**config.mk**
```make
export PLATFORM = sky130hd
export DESIGN_NAME = fetch_unit_flat
export DESIGN_NICKNAME = d
export VERILOG_FILES = /design/src/rtl/fetch_unit_if.sv /design/src/rtl/fetch_unit.sv /design/src/flat_wrapper.sv
export SDC_FILE = /design/constraint.sdc
export NUM_CORES = 1
export LEC_CHECK = 0
export ABC_AREA = 0
export BUFFER_PORTS_ARGS = -buffer_cell sky130_fd_sc_hd__buf_2
export CORE_ASPECT_RATIO = 1.2
export CORE_MARGIN = 2
export CORE_UTILIZATION = 25
export DETAILED_ROUTE_END_ITERATION = 12
export PLACE_DENSITY = 0.44
export REMOVE_ABC_BUFFERS = 1
export SYNTH_ARGS = -nofsm -noshare
export SYNTH_HDL_FRONTEND = slang
export SYNTH_SLANG_ARGS = --single-unit
```
**constraint.sdc**
```tcl
create_clock -name clk -period 7.6 [get_ports clk]
set_input_delay 1.14 -clock clk [delete_from_list [all_inputs] [get_ports clk]]
set_output_delay 1.14 -clock clk [all_outputs]
set_load 0.01 [all_outputs]
```
**src/rtl/fetch_unit_if.sv**
```systemverilog
// rtl/fetch_unit_if.sv - instruction memory req/ack bus between fetch stage and imem
interface fetch_unit_if;
   logic        imem_req;
   logic [31:0] imem_addr;
   logic        imem_ack;
   logic [31:0] imem_rdata;

   modport master (
      output imem_req,
      output imem_addr,
      input  imem_ack,
      input  imem_rdata
   );

   modport slave (
      input  imem_req,
      input  imem_addr,
      output imem_ack,
      output imem_rdata
   );
endinterface

```
**src/rtl/fetch_unit.sv**
```systemverilog
// rtl/fetch_unit.sv - MIPS instruction fetch stage: PC, imem handshake, next-PC on retire
module fetch_unit #(
   parameter logic [31:0] RESET_PC = 32'h0000_0000
) (
   input  logic              clk,
   input  logic              rst_n,
   fetch_unit_if.master      imem,
   output logic [31:0]       instruction,
   output logic              instr_valid,
   input  logic              instr_ready,
   input  logic              is_jump,
   input  logic              is_branch,
   input  logic              branch_taken,
   input  logic [25:0]       addr26,
   input  logic [15:0]       imm16,
   output logic [31:0]       pc,
   output logic [31:0]       pc_plus4,
   output logic [31:0]       retired_count
);

   // The low two address bits are never honoured: instructions are word aligned.
   localparam logic [31:0] RESET_PC_ALIGNED = {RESET_PC[31:2], 2'b00};

   typedef enum logic [1:0] {
      ST_RESET = 2'd0,
      ST_FETCH = 2'd1,
      ST_ISSUE = 2'd2
   } state_t;

   state_t      state_q;
   state_t      state_d;
   logic        fetch_done;
   logic        retire;
   logic [31:0] pc_q;
   logic [31:0] instr_q;
   logic [31:0] retired_q;
   logic        req_q;
   logic        valid_q;
   logic [31:0] seq_pc;
   logic [31:0] branch_off;
   logic [31:0] next_pc;

   // State register; reset parks the FSM in RESET until rst_n is released.
   always_ff @(posedge clk or negedge rst_n) begin
      if (!rst_n) begin
         state_q <= ST_RESET;
      end else begin
         state_q <= state_d;
      end
   end

   // Next state plus the fetch-complete and retire strobes; ack and ready only count in their own state.
   always_comb begin
      state_d    = state_q;
      fetch_done = 1'b0;
      retire     = 1'b0;
      case (state_q)
         ST_RESET: begin
            state_d = ST_FETCH;
         end
         ST_FETCH: begin
            if (imem.imem_ack) begin
               fetch_done = 1'b1;
               state_d    = ST_ISSUE;
            end
         end
         ST_ISSUE: begin
            if (instr_ready) begin
               retire  = 1'b1;
               state_d = ST_FETCH;
            end
         end
         default: begin
            state_d = ST_RESET;
         end
      endcase
   end

   // Next PC selection: jump beats taken branch beats sequential; all arithmetic wraps at 2^32.
   always_comb begin
      seq_pc     = pc_q + 32'd4;
      branch_off = {{14{imm16[15]}}, imm16, 2'b00};
      next_pc    = seq_pc;
      if (is_jump) begin
         next_pc = {seq_pc[31:28], addr26, 2'b00};
      end else if (is_branch && branch_taken) begin
         next_pc = seq_pc + branch_off;
      end
   end

   // Datapath: request follows the state we are entering, instruction latched on ack, PC and count advance on retire.
   always_ff @(posedge clk or negedge rst_n) begin
      if (!rst_n) begin
         pc_q      <= RESET_PC_ALIGNED;
         instr_q   <= 32'd0;
         retired_q <= 32'd0;
         req_q     <= 1'b0;
         valid_q   <= 1'b0;
      end else begin
         req_q <= (state_d == ST_FETCH);
         if (fetch_done) begin
            instr_q <= imem.imem_rdata;
            valid_q <= 1'b1;
         end
         if (retire) begin
            pc_q      <= next_pc;
            valid_q   <= 1'b0;
            retired_q <= retired_q + 32'd1;
         end
      end
   end

   assign imem.imem_req  = req_q;
   assign imem.imem_addr = pc_q;
   assign instruction    = instr_q;
   assign instr_valid    = valid_q;
   assign pc             = pc_q;
   assign pc_plus4       = seq_pc;
   assign retired_count  = retired_q;

endmodule

```
**src/flat_wrapper.sv**
```systemverilog
// flat-port wrapper written by rule: the top's interface ports become plain ports
module fetch_unit_flat 
#(
   parameter logic [31:0] RESET_PC = 32'h0000_0000
)
  (clk, rst_n, instruction, instr_valid, instr_ready, is_jump, is_branch, branch_taken, addr26, imm16, pc, pc_plus4, retired_count, imem_imem_req, imem_imem_addr, imem_imem_ack, imem_imem_rdata);
  fetch_unit_if imem_i ();
  input  logic clk;
  input  logic rst_n;
  output logic [31:0] instruction;
  output logic instr_valid;
  input  logic instr_ready;
  input  logic is_jump;
  input  logic is_branch;
  input  logic branch_taken;
  input  logic [25:0] addr26;
  input  logic [15:0] imm16;
  output logic [31:0] pc;
  output logic [31:0] pc_plus4;
  output logic [31:0] retired_count;
  output wire logic [$bits(imem_i.imem_req)-1:0] imem_imem_req;
  output wire logic [$bits(imem_i.imem_addr)-1:0] imem_imem_addr;
  input wire logic [$bits(imem_i.imem_ack)-1:0] imem_imem_ack;
  input wire logic [$bits(imem_i.imem_rdata)-1:0] imem_imem_rdata;
  assign imem_imem_req = imem_i.imem_req;
  assign imem_imem_addr = imem_i.imem_addr;
  assign imem_i.imem_ack = imem_imem_ack;
  assign imem_i.imem_rdata = imem_imem_rdata;
  fetch_unit #(.RESET_PC(RESET_PC)) u_core (.clk(clk), .rst_n(rst_n), .imem(imem_i), .instruction(instruction), .instr_valid(instr_valid), .instr_ready(instr_ready), .is_jump(is_jump), .is_branch(is_branch), .branch_taken(branch_taken), .addr26(addr26), .imm16(imm16), .pc(pc), .pc_plus4(pc_plus4), .retired_count(retired_count));
endmodule
```
==> reports/metrics.csv, run 1 <==
metric,value,unit
run_status,"finished, final reports clean",
ir_drop,0.119,mV
die_w,154,um
grt_pass1_wl,34700,um
clkSinkCount,98,
postCtsSetupBuffers,0,
synth_top_area_cell,dfrtp_1,
core_region_area,26400,um2
track_usage,15.6,%
placement.io_buffers,236,
start_kind,register,
hpwl,17000,um
synthArstFlopShare,100,%
first_pass_iters,4,
dieArea,28300,um2
vias_per_cell,4.84,
worst_slew_pin_slew,0.865,ns
hold_viol,0,
synth.mux.area_fraction,5.79,%
synth-edff-count,0,
fin_ws,3.24,ns
ioPinCount,243,
synth_top_family_by_area,compound AO/OA/AOI/OAI gates,
clk_pin_slew,0.08,ns
grt_pass1_vias,6089,
cts_max_path_buffers,2,
reg2reg_slack,3.27,ns
hold_path.class,reg2reg,
rows,65,
place.gp.congestion,0.797,
num_vias,6182,
clock_skew,0.0113,ns
cts_max_level,3,
place_area,8060,um2
fp.dieH,184,um
maxCapViolations,0,
yosysWarningCount,0,
routed_wl,22400,um
hold_path_depth,1,
nNetsFinal,1054,
rsz0062_at_grt,false,
overflow,0,
fin_crit,4.36,ns
area_growth_syn_to_layout,24.1,%
layout-drive-gt1-share,32.3,%
dpl_worst_slack,3.24,ns
cts-hold-fix-buffers,0,
synth.area.top_cells,"dfrtp_1 (36%), ha_1 (6.9%), xnor2_1 (6.2%)",
netlist_instances,735,
finalCritPeriodShare,57.3,%
antenna_found_initial,0,
cts_tree,built,
ant_nets,0,
cp_max_fo,8,
drc,0,
start_util,25.5,%
yosysSeqAreaShare,36.4,%
clk_latency,0.35,ns
avgSynthCellArea,9.17,um2
ctsResizeCount,0,
synth_fa_ha_area_share,7.17,%
netlist_area,6740,um2
synthFlopType,dfrtp_1,
cts_buffers,9,
synth_compound_area_share,17.6,%
ff2ff_path_depth,14,
root_buffer,clkbuf_16,
path_class,reg2out,
wl_per_cell,17.6,um
yosysTopAreaCellShare,36.4,%
drtIter0Drc,287,
max_freq,229,MHz
synthXorXnorAreaFrac,10.3,%
yosysUniqueCellTypes,64,
cp-end-kind,output pin,
fin_setup_tns,0,ns
arrival,3.22,ns
critPathRequiredTime,6.46,ns
p_leak,4.17,nW
synth_simple_gate_area_share,16.9,%
finalSetupViolCount,0,
grt_start_max_net_pins,58,
p_per_area,366,nW/um2
synth-seq-cells,98,
slew_headroom,42.1,%
slew_viol_final,0,
stdcell_area,8360,um2
==> area by class of cell <==
| type | instances | area (um2) |
|---|---|---|
| fillers | 2823 | 18100 |
| multi-input cells | 574 | 3920 |
| flip-flops and latches | 98 | 2450 |
| repair buffers | 243 | 1240 |
| well taps | 335 | 419 |
| clock buffers | 9 | 225 |
| clock inverters | 7 | 78.8 |
| inverters | 9 | 33.8 |
| diodes | 1 | 2.50 |
==> layer usage <==
layer	GRT usage [%]	up-vias	share of wire (%)
li1	-	3008	-
met4	4.45	0	1.7
met2	28.3	178	51
met1	19.5	2974	43
met3	2.05	22	4.3
met5	0	-	0
==> cell usage after synthesis (5+ instances only) <==
library cell,count
o31ai_1,7
nand3_1,28
o21a_1,5
nor3_1,9
nand2_1,85
clkbuf_1,18
a31oi_1,7
nor2_1,52
o21bai_1,5
inv_1,9
o21ai_0,43
buf_4,36
a21oi_1,49
a211oi_1,9
and4_1,6
ha_1,37
dfrtp_1,98
xor2_1,31
mux2_2,32
nand4_1,11
xnor2_1,48
o211ai_1,9
and3_1,21
a21o_1,15
==> stage by stage <==
stage | std cells | util, % | total power [W] | hold WS, ns
finish | 1276 | 31.6 | 0.00306 | 0.468
global route | 1275 | 31.6 | 0.00332 | 0.494
CTS | 1275 | 31.6 | 0.00310 | 0.472
detailed placement | 1259 | 30.5 | 0.00260 | 0.459
global placement | 1259 | 30.5 | 0.00261 | 0.456
floorplan | 681 | - | 0.00195 | 0.504
==> report_power, final <==
group / internal, W / switching [W] / total (W)
registers: 0.000696 / 0.000185 / 0.000881
clock network: 0.000235 / 0.000246 / 0.000481
logic: 0.000727 / 0.000969 / 0.00170
==> layout by cell type (no fill, tap or decap), types with 3 or more instances in the layout <==
cell type / synthesis / routed
a211oi_1: 9 / 9
a21o_1: 15 / 15
a21oi_1: 49 / 49
a31oi_1: 7 / 7
and3_1: 21 / 21
and4_1: 6 / 6
buf_2: 0 / 235
buf_4: 36 / 8
clkbuf_16: 0 / 9
conb_1: 1 / 6
dfrtp_1: 98 / 98
ha_1: 37 / 37
inv_1: 9 / 9
mux2_2: 32 / 32
mux2i_1: 3 / 3
nand2_1: 85 / 85
nand2b_1: 3 / 3
nand3_1: 28 / 28
nand4_1: 11 / 11
nor2_1: 52 / 52
nor3_1: 9 / 9
nor4_1: 3 / 3
o211a_1: 3 / 3
o211ai_1: 9 / 9
o21a_1: 5 / 5
o21ai_0: 43 / 43
o21bai_1: 5 / 5
o22ai_1: 4 / 4
o31ai_1: 7 / 7
or3_1: 4 / 4
xnor2_1: 48 / 48
xor2_1: 31 / 31
==> state kept, by name, summed over array words and instances (netlist names) <==
name,count
u_core.imem.imem_addr,30
u_core.imem.imem_req,1
u_core.instr_valid,1
u_core.instruction,32
u_core.retired_count,32
u_core.state_q,2
==> logic make-up (layout without fill, tap and decap cells) <==
logic type               count (synthesis)  in the layout
AO/OA/AOI/OAI                          179            179
XOR/XNOR                                79             79
adder cells (fa/ha/maj)                 38             38
buffers and inverters                   68            268
flip-flops                              98             98
multiplexers                            35             35
other                                    1              7
AND/OR/NAND/NOR                        237            237
==> worst paths after layout <==
path,startpoint,endpoint
min,u_core.retired_count[31]$_DFFE_PN0P_,u_core.retired_count[31]$_DFFE_PN0P_
max in group asynchronous,rst_n,u_core.instruction[25]$_DFFE_PN0P_
min in group asynchronous,rst_n,u_core.imem.imem_addr[5]$_DFFE_PN0P_
min reg2reg,u_core.retired_count[31]$_DFFE_PN0P_,u_core.retired_count[31]$_DFFE_PN0P_
max,u_core.imem.imem_addr[12]$_DFFE_PN0P_,pc_plus4[31]
max reg2reg,u_core.imem.imem_addr[12]$_DFFE_PN0P_,u_core.imem.imem_addr[31]$_DFFE_PN0P_
==> critical path, cell delays in order (launching register included) <==
cell and delay (ns):
dfrtp_1 0.49, and4_1 0.28, nand3_1 0.25, nor3_1 0.69
nand3_1 0.41, nor2_1 0.22, xor2_1 0.32, buf_2 0.21
(Power assumes the default switching activity.)
==> run 2: changes to the inputs <==
==> constraint.sdc (replaced) <==
create_clock -name clk -period 4.5 [get_ports clk]
set_input_delay 0.675 -clock clk [delete_from_list [all_inputs] [get_ports clk]]
set_output_delay 0.675 -clock clk [all_outputs]
set_load 0.01 [all_outputs]
==> reports/metrics.csv, run 2 (synthesized netlist as in run 1, its figures left out) <==
metric,value,unit,change
clk_latency,0.36,ns,was 0.35 ns
ant_nets,0,,unchanged
p_leak,4.20,nW,was 4.17 nW
place_area,8090,um2,was 8060 um2
finalCritPeriodShare,91.9,%,
diodes,0,,was 1
rsz0062_at_grt,false,,unchanged
routed_wl,22800,um,was 22400 um
ioPinCount,243,,unchanged
wl_per_cell,17.8,um,was 17.6 um
area_growth_syn_to_layout,24.9,%,was 24.1%
clock_skew,0.0145,ns,was 0.0113 ns
stdcell_area,8420,um2,was 8360 um2
drtIter0Drc,296,,was 287
cts_max_level,3,,unchanged
start_kind,register,,unchanged
first_pass_iters,4,,unchanged
cts_max_path_buffers,2,,unchanged
grt_pass1_wl,34900,um,was 34700 um
slowest_stage,dfrtp_1,,was nor3_1
layout_commonest_cell,buf_2,,unchanged
path_common_cell,a21o_1,,was nand3_1
slew_headroom,52.4,%,was 42.1%
hold_viol,0,,unchanged
overflow,0,,unchanged
dieArea,28300,um2,unchanged
cp_slowest_stage_delay,0.45,ns,was 0.69 ns
track_usage,15.8,%,was 15.6%
hpwl,17400,um,was 17000 um
nNetsFinal,1059,,was 1054
num_vias,6155,,was 6182
ir_drop,0.213,mV,was 0.119 mV
root_buffer,clkbuf_16,,unchanged
place.gp.congestion,0.872,,was 0.797
fp.dieH,184,um,unchanged
cp-end-kind,register,,was output pin
core_region_area,26400,um2,unchanged
finalSetupViolCount,0,,unchanged
antenna_found_initial,0,,unchanged
layout-drive-gt1-share,32.8,%,was 32.3%
cp_max_fo,7,,was 8
cts_tree,built,,unchanged
rows,65,,unchanged
place_inst,1264,,was 1259
hold_path.class,in2async,,was reg2reg
vias_per_cell,4.81,,was 4.84
slew_viol_final,0,,unchanged
worst_slew_pin_slew,0.714,ns,was 0.865 ns
path_class,reg2reg,,was reg2out
cts-hold-fix-buffers,0,,unchanged
fin_crit,4.14,ns,
whs,0.362,ns,was 0.468 ns
cts_buffers,9,,unchanged
grt_pass1_vias,6097,,was 6089
fin_setup_tns,0,ns,unchanged
cp_cell_sequence,ha_1 > and4_1 > nand4_2 > or2_2 > nor2_1 > xor2_1 > ha_2 > a21o_1 > a21o_1 > a21oi_1 > o22a_1 > o2111ai_1 > a21o_1 > and4_1 > o31ai_1,,was and4_1 > nand3_1 > nor3_1 > nand3_1 > nor2_1 > xor2_1 > buf_2
clkSinkCount,98,,unchanged
start_util,25.5,%,unchanged
final_cell_mix,"buf_2 (235), dfrtp_1 (98), nand2_1 (85)",,unchanged
grt_start_max_net_pins,52,,was 58
run_status,"finished, final reports clean",,unchanged
clk_pin_slew,0.08,ns,about the same
max_freq,242,MHz,
final-instance-count-excl-fill,1280,,was 1276
postCtsSetupBuffers,0,,unchanged
drc,0,,unchanged
p_per_area,624,nW/um2,was 366 nW/um2
maxCapViolations,0,,unchanged
critPathRequiredTime,4.76,ns,was 6.46 ns
placement.io_buffers,236,,unchanged
die_w,154,um,unchanged
arrival,4.40,ns,was 3.22 ns
[run 2: cell count changes in the layout (fill, tap and decap cells not counted), sizes merged]
cell / previous run / this run
clkinvlp: 0 / 1
bufinv: 0 / 1
clkinv: 4 / 2
diode: 1 / 0
buf: 243 / 248
[run 2: path summary, 6_finish.rpt]
| path | start | end | slack, ns | cells after the start |
|---|---|---|---|---|
| min in group clk | u_core.retired_count[31]$_DFFE_PN0P_ | u_core.retired_count[31]$_DFFE_PN0P_ | 0.47 | 1 |
| worst min register to register | u_core.retired_count[31]$_DFFE_PN0P_ | u_core.retired_count[31]$_DFFE_PN0P_ | 0.47 | 1 |
| worst max-delay path | u_core.imem.imem_addr[2]$_DFFE_PN0P_ | u_core.imem.imem_addr[31]$_DFFE_PN0P_ | 0.36 | 15 |
| max in group asynchronous | rst_n | u_core.instr_valid$_DFFE_PN0P_ | 3.20 | 2 |
| worst min-delay path | rst_n | u_core.retired_count[20]$_DFFE_PN0P_ | 0.36 | 1 |
| worst max register to register | u_core.imem.imem_addr[2]$_DFFE_PN0P_ | u_core.imem.imem_addr[31]$_DFFE_PN0P_ | 0.36 | 15 |
[run 2: critical path: cells and delay by family (launching register included)]
family / cells / cell delay, ns
flops: 1 / 0.45
simple gates: 5 / 1.30
compound gates: 7 / 1.36
xor+xnor: 1 / 0.28
fa+ha+maj: 2 / 0.64
[run 2: layout make-up]
type / count / area, um2
clock buffers: 9 / 225
multi-input cells: 574 / 3920
well taps: 335 / 419
repair buffers: 248 / 1270
fillers: 2805 / 18000
clock inverters: 7 / 93.8
flip-flops and latches: 98 / 2450
inverters: 9 / 33.8
[run 2: report_power, final]
group | total [W] | leakage [nW] | internal (W) | switching [W]
clock network | 0.000869 | 0.153 | 0.000449 | 0.000420
logic | 0.00289 | 2.81 | 0.00124 | 0.00165
registers | 0.00149 | 1.23 | 0.00118 | 0.000315
total | 0.00525 | 4.20 | 0.00287 | 0.00238
[run 2: stage by stage]
| step | utilization, % | setup slack, ns | total power, W |
|---|---|---|---|
| floorplan | - | 0.647 | 0.00330 |
| global placement | 30.6 | 0.553 | 0.00442 |
| detailed placement | 30.6 | 0.405 | 0.00441 |
| CTS | 31.8 | 0.349 | 0.00531 |
| global route | 31.8 | 0.0230 | 0.00567 |
| finish | 31.8 | 0.363 | 0.00525 |
[run 2: metal layers]
metal	track usage (%)	vias up	wire (um)	share of wire [%]
li1	-	3014	-	-
met1	19.5	2955	9920	43
met2	29.1	168	11600	51
met3	2.07	18	961	4.2
met4	4.00	0	329	1.4
met5	0	-	0	0
[run 2: what timing repair did]
action	in CTS	in global routing
hold endpoints to repair	0	0
endpoints found under the setup margin	0	1
resized for setup	0	1
